<file path="src/rtl/jit_pipeline_elastic_if.sv">
// Handshake bundle for the elastic ALU pipeline.
// Producer drives a/b/mode/in_valid; consumer drives out_ready.
interface jit_pipeline_elastic_if #(
  parameter int WIDTH = 16,
  parameter int DEPTH = 3,
  parameter int LO_W  = 8,
  localparam int CNT_W = $clog2(DEPTH + 1)
);
  logic             in_valid;
  logic             in_ready;
  logic [WIDTH-1:0] a;
  logic [WIDTH-1:0] b;
  logic [1:0]       mode;
  logic             out_valid;
  logic             out_ready;
  logic             tag;
  logic [WIDTH-1:0] data;
  logic [LO_W-1:0]  lo;
  logic [CNT_W-1:0] occupancy;

  modport master (
    output in_valid, a, b, mode, out_ready,
    input  in_ready, out_valid, tag, data, lo, occupancy
  );

  modport slave (
    input  in_valid, a, b, mode, out_ready,
    output in_ready, out_valid, tag, data, lo, occupancy
  );
endinterface

</file>
<file path="src/rtl/jit_pipeline_elastic.sv">
// Back-pressurable DEPTH-stage ALU pipeline with bubble collapsing,
// synchronous flush and registered occupancy count.
module jit_pipeline_elastic #(
  parameter int WIDTH = 16,
  parameter int DEPTH = 3,
  parameter int LO_W  = 8,
  localparam int CNT_W = $clog2(DEPTH + 1)
) (
  input logic sys_clk,
  input logic sys_rst_n,
  input logic flush,
  jit_pipeline_elastic_if.slave bus
);

  typedef struct packed {
    logic             tag;
    logic [WIDTH-1:0] data;
    logic [LO_W-1:0]  lo;
  } pay_t;

  pay_t             p [DEPTH];
  pay_t             pc [DEPTH];
  pay_t             p_in;
  logic [DEPTH-1:0] v;
  logic [DEPTH-1:0] v_nxt;
  logic [DEPTH-1:0] vc;
  logic [DEPTH-1:0] ld;
  logic [CNT_W-1:0] occ;
  logic [CNT_W-1:0] occ_nxt;
  logic [WIDTH-1:0] alu;
  logic             acc;

  always_comb begin
    alu = '0;
    unique case (bus.mode)
      2'b00: alu = bus.a + bus.b;
      2'b01: alu = bus.a ^ bus.b;
      2'b10: alu = bus.a - bus.b;
      2'b11: alu = bus.a & bus.b;
    endcase
  end

  always_comb begin
    p_in.tag  = (bus.a == bus.b);
    p_in.data = alu;
    p_in.lo   = alu[LO_W-1:0];
  end

  // A stage may load when any stage at or above it has a hole,
  // or the consumer drains the last stage.
  always_comb begin
    logic gap;
    gap = bus.out_ready;
    ld  = '0;
    for (int i = DEPTH - 1; i >= 0; i--) begin
      gap   = gap | !v[i];
      ld[i] = gap;
    end
  end

  assign bus.in_ready = ld[0] & !flush & sys_rst_n;
  assign acc          = bus.in_valid & bus.in_ready;

  always_comb begin
    vc    = '0;
    vc[0] = acc;
    pc[0] = p_in;
    for (int i = 1; i < DEPTH; i++) begin
      vc[i] = v[i-1];
      pc[i] = p[i-1];
    end
  end

  always_comb begin
    v_nxt   = v;
    occ_nxt = '0;
    for (int i = 0; i < DEPTH; i++) begin
      if (ld[i]) v_nxt[i] = vc[i];
    end
    if (flush) v_nxt = '0;
    for (int i = 0; i < DEPTH; i++) begin
      occ_nxt = occ_nxt + CNT_W'(v_nxt[i]);
    end
  end

  always_ff @(posedge sys_clk or negedge sys_rst_n) begin
    if (!sys_rst_n) begin
      v   <= '0;
      occ <= '0;
      for (int i = 0; i < DEPTH; i++) p[i] <= '0;
    end else begin
      v   <= v_nxt;
      occ <= occ_nxt;
      for (int i = 0; i < DEPTH; i++) begin
        if (ld[i] && vc[i]) p[i] <= pc[i];
      end
    end
  end

  assign bus.out_valid = v[DEPTH-1];
  assign bus.tag       = p[DEPTH-1].tag;
  assign bus.data      = p[DEPTH-1].data;
  assign bus.lo        = p[DEPTH-1].lo;
  assign bus.occupancy = occ;

endmodule

</file>
<file path="src/flat_wrapper.sv">
// flat-port wrapper written by rule: the top's interface ports become plain ports
module jit_pipeline_elastic_flat 
#(
  parameter int WIDTH = 16,
  parameter int DEPTH = 3,
  parameter int LO_W  = 8,
  localparam int CNT_W = $clog2(DEPTH + 1)
)
  (sys_clk, sys_rst_n, flush, bus_in_valid, bus_a, bus_b, bus_mode, bus_out_ready, bus_in_ready, bus_out_valid, bus_tag, bus_data, bus_lo, bus_occupancy);
  jit_pipeline_elastic_if #(.WIDTH(WIDTH), .DEPTH(DEPTH), .LO_W(LO_W)) bus_i ();
  input logic sys_clk;
  input logic sys_rst_n;
  input logic flush;
  input wire logic [$bits(bus_i.in_valid)-1:0] bus_in_valid;
  input wire logic [$bits(bus_i.a)-1:0] bus_a;
  input wire logic [$bits(bus_i.b)-1:0] bus_b;
  input wire logic [$bits(bus_i.mode)-1:0] bus_mode;
  input wire logic [$bits(bus_i.out_ready)-1:0] bus_out_ready;
  output wire logic [$bits(bus_i.in_ready)-1:0] bus_in_ready;
  output wire logic [$bits(bus_i.out_valid)-1:0] bus_out_valid;
  output wire logic [$bits(bus_i.tag)-1:0] bus_tag;
  output wire logic [$bits(bus_i.data)-1:0] bus_data;
  output wire logic [$bits(bus_i.lo)-1:0] bus_lo;
  output wire logic [$bits(bus_i.occupancy)-1:0] bus_occupancy;
  assign bus_i.in_valid = bus_in_valid;
  assign bus_i.a = bus_a;
  assign bus_i.b = bus_b;
  assign bus_i.mode = bus_mode;
  assign bus_i.out_ready = bus_out_ready;
  assign bus_in_ready = bus_i.in_ready;
  assign bus_out_valid = bus_i.out_valid;
  assign bus_tag = bus_i.tag;
  assign bus_data = bus_i.data;
  assign bus_lo = bus_i.lo;
  assign bus_occupancy = bus_i.occupancy;
  jit_pipeline_elastic #(.WIDTH(WIDTH), .DEPTH(DEPTH), .LO_W(LO_W)) u_core (.sys_clk(sys_clk), .sys_rst_n(sys_rst_n), .flush(flush), .bus(bus_i));
endmodule
</file>
<file path="config.mk">
export PLATFORM = sky130hd
export DESIGN_NAME = jit_pipeline_elastic_flat
export DESIGN_NICKNAME = d
export VERILOG_FILES = /design/src/rtl/jit_pipeline_elastic_if.sv /design/src/rtl/jit_pipeline_elastic.sv /design/src/flat_wrapper.sv
export SDC_FILE = /design/constraint.sdc
export NUM_CORES = 1
export LEC_CHECK = 0
export ABC_AREA = 1
export CELL_PAD_IN_SITES_DETAIL_PLACEMENT = 0
export CELL_PAD_IN_SITES_GLOBAL_PLACEMENT = 1
export CORE_MARGIN = 2
export CORE_UTILIZATION = 40
export DETAILED_ROUTE_END_ITERATION = 8
export PLACE_DENSITY = 0.93
export SYNTH_ARGS = -nofsm -noshare
export SYNTH_HDL_FRONTEND = slang
export SYNTH_SLANG_ARGS = --single-unit
</file>
<file path="constraint.sdc">
create_clock -name sys_clk -period 2.6 [get_ports sys_clk]
set_clock_uncertainty 0.1 [all_clocks]
set_input_delay 0.52 -clock sys_clk [delete_from_list [all_inputs] [get_ports sys_clk]]
set_output_delay 0.52 -clock sys_clk [all_outputs]
set_load 0.01 [all_outputs]
</file>
==> results.toml, run 1 <==
[logic_synthesis]
syn_nets = 734
ys_types = 35
synth_top_area_cell = "dfrtp_1"
syn-cell-area_sq_mm = 0.00459
syn_avg_cell_area_sq_um = 6.96
synthDominantCellAreaShare_pct = 30.5
synth_area_leaders = "dfrtp_1, nand2_1, ha_1, inv_1, nand3_1"
async_reset_ff_share_pct = 100
synth_seq_cells = 56
synth_cells = 660
yosys_most_used_dff = "dfrtp_1"
yosysWarnings = 0
synth_edf_count = 0
synth-seq-area-share_pct = 30.5

[sta]
fmax_mhz = 401
period_minus_slack_ns = 2.49
fin_crit_sh_pct = 95.8
rsz0062_at_grt = "yes"
tightest_slew_ns = 0.682
hold_viol_final = 0
setup_slack_ns = 0.108
slew_viol_final = 0
fin_setup_tns_ns = 0
setup_viol = 0
max_slew_margin_pct = 54.5

[critical_path]
cp-start-kind = "input port"
endpoint_kind = "flip-flop"
cp_data_required_time_ns = 2.68
critPathArrivalTime_ns = 2.57
r2r-start = "u_core.v[2]"
criticalPathCategory = "input port to flip-flop"
cpPeakStageDelay_ns = 0.48
crit_path_cell_trace = "clkdlybuf4s50_1 -> inv_1 -> ha_1 -> fa_1 -> inv_2 -> nand4_1 -> nand2_1 -> nand2_1 -> nand2_1 -> nand2_1 -> nand3_1 -> nand3_1 -> nand2_1 -> nand2_1"
crit_fanout = 3
worst_path_max_delay_cell = "clkdlybuf4s50_1"
crit_top_cell = "nand2_1"
startpoint = "bus_a[0]"

[cts]
clk_pin_slew_ns = 0.06
cts_tree = "built"
clkSinkCount = 56
cts_root_buf = "clkbuf_16"
cts.hold.buffers_added = 0
cts_setup_buffers = 0
clock_latency_ns = 0.28
ctsResizeCount = 0
cts_buffers = 5
cts_buffer_depth = 2
htreeDepth = 2

[floorplanning]
start_util_pct = 40.6
die_x_um = 111
rows = 39
ios = 68
die-area_sq_mm = 0.0124
die_h_um = 111
core-area_sq_mm = 0.0113

[global_routing]
grt_pass1_vias = 4187
grt_max_degree = 57
grt.total_usage_pct = 19.7
grt_overflow = 0
antenna_found_initial = 0
grt_pass1_wl_um = 20100

[cells_and_area]
antennaDiodeCount = 0
fin_nets = 839
multi_input_area_sq_mm = 0.00249
drive_gt1_share_pct = 16.5
syn2layout_area_growth_pct = 27.3
regArea_sq_mm = 0.00140
stdcell_count = 908
fillers = 1114

[status]
outcome = "completed"

[place]
gp_congestion = 0.963
dp.cells = 901
hpwl_um = 10100
pre_cts_ws_ns = -0.182
portBuffers = 67

[power]
ir_drop_uv = 554
finalPower_uw = 3100
leakage_uw = 0.00318
power_density_mw_per_mm2 = 530

[routing]
route.met2.wl_um = 5610
drt-vias-per-instance = 4.87
drt-met1-wl_um = 5580
drc = 0
drt_iter0_markers = 305
finalWirelength_um = 12000
met3_length_um = 581
dr_total_vias = 4422
dr.max_layer_used = "met4"
firstDrtPassIters = 5
ant_nets = 0
drt-wirelength-per-cell_um = 13.2

[flow_run]
cap_viol_max_count = 0

[worst_hold_path]
hold_path.class = "input port to asynchronous set/reset pin"
## kinds of logic after synthesis
kind of cell    share of synthesized area, %
xor+xnor                               0.763
simple gates                            29.1
compound gates                          8.72
mux                                     5.15
buf+inv                                 15.7
fa+ha+maj                               10.0
flops                                   30.5
## stage by stage
step                instance area [sq um]  utilization, %  hold slack (ns)
floorplan                            4590               -            0.124
global placement                     5680            50.2            0.358
detailed placement                   5680            50.2            0.364
CTS                                  5820            51.4            0.337
global route                         5850            51.6            0.366
finish                               5850            51.6            0.304
## critical path, delay by kind of cell
family / cells / cell delay [ns]
buf+inv: 3 / 0.64
simple gates: 9 / 0.82
fa+ha+maj: 2 / 0.60
## cell usage in the layout (no fill, tap or decap), types with 21 or more instances in the layout
cell type and instances:
a21oi_1 27, dfrtp_1 56, mux2_2 21, o21ai_0 26, ha_1 30, nand2_1 206
nand3_1 51, nor2_1 32, clkdlybuf4s50_1 65, buf_4 72, inv_1 105
## state kept, by name (all words and copies together), names as in the netlist
signal / cells
u_core.v: 3
u_core.bus.data: 9
u_core.bus.tag: 1
u_core.p: 34
u_core.bus.lo: 7
u_core.bus.occupancy: 2
## synth_stat cells (2+ instances only)
| master | n |
|---|---|
| a21oi_1 | 28 |
| a21oi_2 | 3 |
| and2_1 | 2 |
| buf_2 | 7 |
| buf_4 | 31 |
| buf_6 | 2 |
| dfrtp_1 | 56 |
| fa_1 | 3 |
| ha_1 | 32 |
| inv_1 | 106 |
| inv_2 | 7 |
| mux2_2 | 21 |
| nand2_1 | 207 |
| nand3_1 | 52 |
| nand4_1 | 9 |
| nor2_1 | 34 |
| nor2_2 | 2 |
| nor3_1 | 5 |
| o211ai_1 | 2 |
| o21ai_0 | 26 |
| o21ai_1 | 4 |
| o221ai_1 | 3 |
| o22ai_1 | 3 |
| xor2_1 | 4 |
## final timing paths
path,endpoint,slack [ns],depth (start not counted)
setup / recovery,u_core.p[72],0.11,14
hold / removal,u_core.bus.lo[1],0.30,2
hold reg to reg,u_core.p[68],0.38,2
max in group asynchronous,u_core.bus.data[15],1.65,2
min in group sys_clk,u_core.p[68],0.38,2
setup reg to reg,u_core.bus.occupancy[0],0.76,10
## area by class of cell
| class | count | share of cell area, % |
|---|---|---|
| tap | 143 | 3.06 |
| timing repair buffer | 139 | 20.7 |
| sequential | 56 | 24.0 |
| multi-input combinational | 449 | 42.6 |
| inverter | 114 | 7.32 |
| clock buffer | 5 | 2.14 |
| clock inverter | 2 | 0.214 |
## report_power, final
group	switching (uW)	internal [uW]
clock network	272	349
logic	615	667
registers	111	1080
total	999	2100
## layer usage
layer / vias up / global-route usage, %
li1: 2260 / -
met4: 0 / 4.36
met2: 135 / 33.5
met5: - / 0
met3: 15 / 2.08
met1: 2012 / 27.1
Power figures use the tool's default switching activity.
==> inputs of run 2 (changes only) <==
--- a/config.mk
+++ b/config.mk
@@ -10,6 +10,7 @@
 export CELL_PAD_IN_SITES_GLOBAL_PLACEMENT = 1
 export CORE_MARGIN = 2
 export CORE_UTILIZATION = 40
+export CTS_CLUSTER_DIAMETER = 30
 export DETAILED_ROUTE_END_ITERATION = 8
 export PLACE_DENSITY = 0.93
 export SYNTH_ARGS = -nofsm -noshare
==> results of run 2 <==
The final DEF is identical to that of run 1; final timing and power are the same.
